`config.mk`:
```
export PLATFORM = sky130hd
export DESIGN_NAME = core_seq_ctrl
export DESIGN_NICKNAME = d
export VERILOG_FILES = /design/src/rtl/core_seq_ctrl.sv
export SDC_FILE = /design/constraint.sdc
export NUM_CORES = 1
export LEC_CHECK = 0
export BUFFER_PORTS_ARGS = -buffer_cell sky130_fd_sc_hd__buf_2
export CORE_AREA = 5 5 122 101
export CTS_CLUSTER_DIAMETER = 30
export CTS_CLUSTER_SIZE = 10
export DETAILED_ROUTE_END_ITERATION = 10
export DIE_AREA = 0 0 127 106
export PLACE_DENSITY = 0.51
export SETUP_SLACK_MARGIN = 0.1
export SYNTH_ARGS = -nofsm -noshare
export SYNTH_HDL_FRONTEND = slang
export SYNTH_SLANG_ARGS = --single-unit
```
`constraint.sdc`:
```
create_clock -name clk -period 4.66 [get_ports clk]
set_input_delay 0.233 -clock clk [delete_from_list [all_inputs] [get_ports clk]]
set_output_delay 0.233 -clock clk [all_outputs]
set_load 0.01 [all_outputs]
```
`src/rtl/core_seq_ctrl.sv`:
```
// Multi-cycle sequencer for the RV32I datapath.
// Steps each instruction through FETCH, DECODE, EXEC, MEM and WB.
// It drives the memory handshakes, register-file write enable and PC
// update strobes, and counts retired instructions. A request that waits
// too long for its ack parks the core in TRAP. A halt instruction parks
// it in HALT. Only reset leaves either of those states.
module core_seq_ctrl #(
    parameter int TIMEOUT = 16,
    parameter int CNT_W   = 5
) (
    input  logic        clk,
    input  logic        reset,
    input  logic        imem_ack,
    input  logic        dmem_ack,
    input  logic        dec_is_load,
    input  logic        dec_is_store,
    input  logic        dec_wb_en,
    input  logic [4:0]  dec_rd,
    input  logic        dec_jump,
    input  logic        dec_halt,
    output logic        imem_req,
    output logic        ir_we,
    output logic        dmem_req,
    output logic        dmem_we,
    output logic        rf_write_en,
    output logic [4:0]  rf_write_addr,
    output logic        pc_we,
    output logic        pc_sel,
    output logic [2:0]  stage,
    output logic        halted,
    output logic        trap,
    output logic        trap_cause,
    output logic [31:0] instret
);

    typedef enum logic [2:0] {
        S_FETCH  = 3'd0,
        S_DECODE = 3'd1,
        S_EXEC   = 3'd2,
        S_MEM    = 3'd3,
        S_WB     = 3'd4,
        S_HALT   = 3'd5,
        S_TRAP   = 3'd6
    } state_t;

    state_t             state_q, state_d;
    logic [CNT_W-1:0]   waitCnt_q, waitCnt_d;
    logic               trapCause_q, trapCause_d;
    logic               isLoad_q, isStore_q, wbEn_q, jump_q, halt_q;
    logic [4:0]         rd_q;
    logic [31:0]        instret_q;
    logic               timeoutHit;

    // A request gives up once it has been held TIMEOUT cycles.
    // A TIMEOUT of zero disables this limit.
    assign timeoutHit = (TIMEOUT != 0) && (waitCnt_q == CNT_W'(TIMEOUT - 1));

    // State, wait counter and trap cause update together on the clock edge.
    always_ff @(posedge clk) begin
        if (reset) begin
            state_q     <= S_FETCH;
            waitCnt_q   <= '0;
            trapCause_q <= 1'b0;
        end else begin
            state_q     <= state_d;
            waitCnt_q   <= waitCnt_d;
            trapCause_q <= trapCause_d;
        end
    end

    // Decoder outputs are captured only during the single DECODE cycle.
    // Later stages must not see the decoder change under them.
    always_ff @(posedge clk) begin
        if (reset) begin
            isLoad_q  <= 1'b0;
            isStore_q <= 1'b0;
            wbEn_q    <= 1'b0;
            rd_q      <= '0;
            jump_q    <= 1'b0;
            halt_q    <= 1'b0;
        end else if (state_q == S_DECODE) begin
            isLoad_q  <= dec_is_load;
            isStore_q <= dec_is_store;
            wbEn_q    <= dec_wb_en;
            rd_q      <= dec_rd;
            jump_q    <= dec_jump;
            halt_q    <= dec_halt;
        end
    end

    // Every instruction retires in WB. The count wraps naturally at 2^32.
    always_ff @(posedge clk) begin
        if (reset) begin
            instret_q <= '0;
        end else if (state_q == S_WB) begin
            instret_q <= instret_q + 32'd1;
        end
    end

    // Next-state logic. The wait counter restarts on entry to FETCH or MEM.
    // It advances on every cycle the request goes unanswered.
    // An ack always beats the timeout, even on the final cycle.
    always_comb begin
        state_d     = state_q;
        waitCnt_d   = waitCnt_q;
        trapCause_d = trapCause_q;
        case (state_q)
            S_FETCH: begin
                if (imem_ack) begin
                    state_d = S_DECODE;
                end else if (timeoutHit) begin
                    state_d     = S_TRAP;
                    trapCause_d = 1'b0;
                end else begin
                    waitCnt_d = waitCnt_q + CNT_W'(1);
                end
            end
            S_DECODE: state_d = S_EXEC;
            S_EXEC: begin
                if (isLoad_q || isStore_q) begin
                    state_d   = S_MEM;
                    waitCnt_d = '0;
                end else begin
                    state_d = S_WB;
                end
            end
            S_MEM: begin
                if (dmem_ack) begin
                    state_d = S_WB;
                end else if (timeoutHit) begin
                    state_d     = S_TRAP;
                    trapCause_d = 1'b1;
                end else begin
                    waitCnt_d = waitCnt_q + CNT_W'(1);
                end
            end
            S_WB: begin
                if (halt_q) begin
                    state_d = S_HALT;
                end else begin
                    state_d   = S_FETCH;
                    waitCnt_d = '0;
                end
            end
            S_HALT: state_d = S_HALT;
            S_TRAP: state_d = S_TRAP;
            default: begin
                state_d   = S_FETCH;
                waitCnt_d = '0;
            end
        endcase
    end

    // Strobes decode from the current state and the latched flags.
    // While reset is held, every strobe stays quiet, even mid-handshake.
    always_comb begin
        imem_req    = 1'b0;
        ir_we       = 1'b0;
        dmem_req    = 1'b0;
        dmem_we     = 1'b0;
        rf_write_en = 1'b0;
        pc_we       = 1'b0;
        pc_sel      = 1'b0;
        halted      = 1'b0;
        trap        = 1'b0;
        if (!reset) begin
            case (state_q)
                S_FETCH: begin
                    imem_req = 1'b1;
                    ir_we    = imem_ack;
                end
                S_MEM: begin
                    dmem_req = 1'b1;
                    dmem_we  = isStore_q;
                end
                S_WB: begin
                    rf_write_en = wbEn_q && (rd_q != 5'd0) && !isStore_q;
                    pc_we       = 1'b1;
                    pc_sel      = jump_q;
                end
                S_HALT: halted = 1'b1;
                S_TRAP: trap   = 1'b1;
                default: ;
            endcase
        end
    end

    assign rf_write_addr = reset ? 5'd0 : rd_q;
    assign stage         = state_q;
    assign trap_cause    = trapCause_q;
    assign instret       = instret_q;

endmodule

```
==> flow_summary.yaml <==
status:
  status: "completed"
global_route:
  grt_usage: 0.114
  antenna_found_initial: 0
  grt-ovfl-total: 0
  grt_max_degree: 38
  grt_pass1_vias: 2472
  grt_pass1_wl_um: 12800
timing:
  setup_violations: 0
  tightest_slew_ns: 1.08
  rsz0062_at_grt: "no"
  tns_ns: 0
  relSlewSlack: 0.275
  finalHoldViolCount: 0
  slew_violations: 0
  fmax_mhz: 353
  finClkSkew_ns: 0.00403
  post-route-min-period_ns: 2.83
  fin_crit_sh: 0.607
routing:
  drtIter0Drc: 166
  wl_per_cell_um: 14.3
  vias: 2581
  final_antenna_net_count: 0
  detail_route.first_pass.iterations: 4
  drc: 0
  finalWirelength_um: 7510
  vias_per_cell: 4.93
layout:
  fill_cells: 1265
  final_nets: 394
  finalCoreUtilization: 0.291
  area_growth_syn_to_layout_pct: 21.2
  layout-drive-gt1-share: 0.223
  antenna-diode-count: 0
setup_path:
  crit_required_ns: 4.87
  crit_type: "reg -> reg"
  crit_arrival_ns: 3.04
  path_cells: "nor3b_2 > nand4_1 > or4_1 > a21oi_1"
  startpoint_type: "register"
  cpPeakStageDelay_ns: 0.76
  cp_max_fo: 22
  r2r_cells: 4
  crit_slowest_cell: "dfxtp_1"
  crit_path_end_kind: "register"
synthesis:
  yosys.area_share.xor_xnor: 0.0361
  synth_edf_count: 0
  synthMuxAreaShare: 0.0164
  yosys-top-cells-area: "dfxtp_1 (38%), a21oi_1 (5.8%), nand2_1 (5.1%)"
  ys_warn_count: 0
  syn_avg_cell_area_um2: 8.21
  synth_cell_types: 47
  asyncSetResetFlopFracSynth: 0
  synthAdderAreaFrac: 0.0188
  synthSimpleGateAreaFrac: 0.309
  postSynthCellCount: 325
  synth_top_family_by_area: "simple AND/OR/NAND/NOR gates"
  yosysMostFrequentCell: "dfxtp_1"
  synth_seq_area_share: 0.383
  synth_nets: 343
  yosysTopAreaCellShare: 0.383
  synth_area_leader_cell: "dfxtp_1"
  synthTopCellsByCount: "dfxtp_1 (51), nand2_1 (36), a21oi_1 (31)"
  synth_ff_type: "dfxtp_1"
  synth_area_um2: 2670
  synth-compound-area-share: 0.183
  ys_ff_latch: 51
hold_path:
  hold_class: "in -> reg"
  whs_path_depth: 3
cts:
  cts_buffer_depth: 2
  cts_tree: "done"
  postCtsSetupRepairBufs: 0
  cts_made_buffers: 5
  clkTransAtPathRegs_ns: 0.07
  postCtsHoldBufs: 0
  cts_max_level: 2
  clock_tree.root_cell: "clkbuf_16"
  ctsResizeCount: 0
  clkLatencyLatePin_ns: 0.28
  clkSinkCount: 51
floorplan:
  fp.coreArea_um2: 11100
  initial_core_util: 0.240
  die_y_um: 106
  die_w_um: 127
  rows: 35
  ioPinCount: 64
  dieArea_um2: 13500
power:
  p_leak_nw: 1.23
  power_density_nw_per_um2: 295
  max-vdd-ir-drop_mv: 0.226
place:
  port_buffers: 63
  gp_congestion: 0.811
  hpwl_um: 5540
flow_run:
  drv_cap: 0
## cell families (layout without fill, tap and decap cells)
logic type | Yosys count | count (layout)
compound gates | 75 | 75
xor+xnor | 11 | 11
fa+ha+maj | 4 | 4
buf+inv | 31 | 82
flops | 51 | 51
mux | 4 | 4
simple gates | 149 | 149
## placed cells by master, fill, tap and decap left out, drive strengths merged, types with 5 or more instances in the layout
master and n:
nand2 36, dfxtp 51, o21ai 11, o311ai 8, nor2 21, inv 11
and2 5, o31ai 8, nand3 11, o41ai 8, nor3 7, or4 10
nor2b 9, nor4 7, and4 5, clkbuf 6, xnor2 6, buf 64
or3 5, a21oi 31, or2 6, xor2 5, nand4 12
## flip-flops by register name, indices dropped and copies added, names as in the netlist
name and count:
instret 32, isLoad_q 1, wbEn_q 1, rd_q 5
jump_q 1, stage 3, trap_cause 1, isStore_q 1
halt_q 1, waitCnt_q 5
## routing by layer
layer / wire length, µm / vias to the layer above / GRT usage
met5: 0 / - / 0
met3: 312 / 7 / 0.0231
met4: 80 / 0 / 0.0314
met1: 3970 / 1220 / 0.168
met2: 3150 / 56 / 0.166
li1: - / 1298 / -
## path summary, 6_finish.rpt
kind,startpoint,end,slack [ns]
min reg2reg,wbEn_q,wbEn_q,0.45
max reg2reg,stage[2],instret[19],1.83
min,dec_rd[3],rd_q[3],0.18
max,stage[2],instret[19],1.83
## worst max-delay path, delay by kind of cell, from the launching register on
| family | cells | cell delay (ns) |
|---|---|---|
| AO/OA/AOI/OAI | 1 | 0.15 |
| flip-flops | 1 | 0.76 |
| AND/OR/NAND/NOR | 3 | 1.84 |
## final cells by class
type	count	area (µm²)	area share
flip-flops and latches	51	1020	0.316
repair buffers	64	323	0.0998
clock buffers	6	129	0.0399
multi-input cells	243	1500	0.465
clock inverters	1	30.0	0.00929
inverters	11	41.3	0.0128
well taps	148	185	0.0573
## stage by stage
step	total power [mW]	setup WS, ns	cell area [µm²]	cells	hold slack, ns
3_5_place_dp	0.555	1.85	3070	517	0.448
6_report	0.953	1.83	3230	524	0.181
2_1_floorplan	0.528	2.55	2670	325	0.369
5_1_grt	1.00	1.55	3230	524	0.188
3_3_place_gp	0.553	2.02	3070	517	0.441
4_1_cts	0.967	1.86	3230	524	0.176
## power by group
part	total (mW)	internal (mW)	switching [mW]
logic	0.0825	0.0332	0.0492
registers	0.462	0.446	0.0161
clock network	0.409	0.251	0.158
Note: power is estimated with default switching activity, not from simulation.
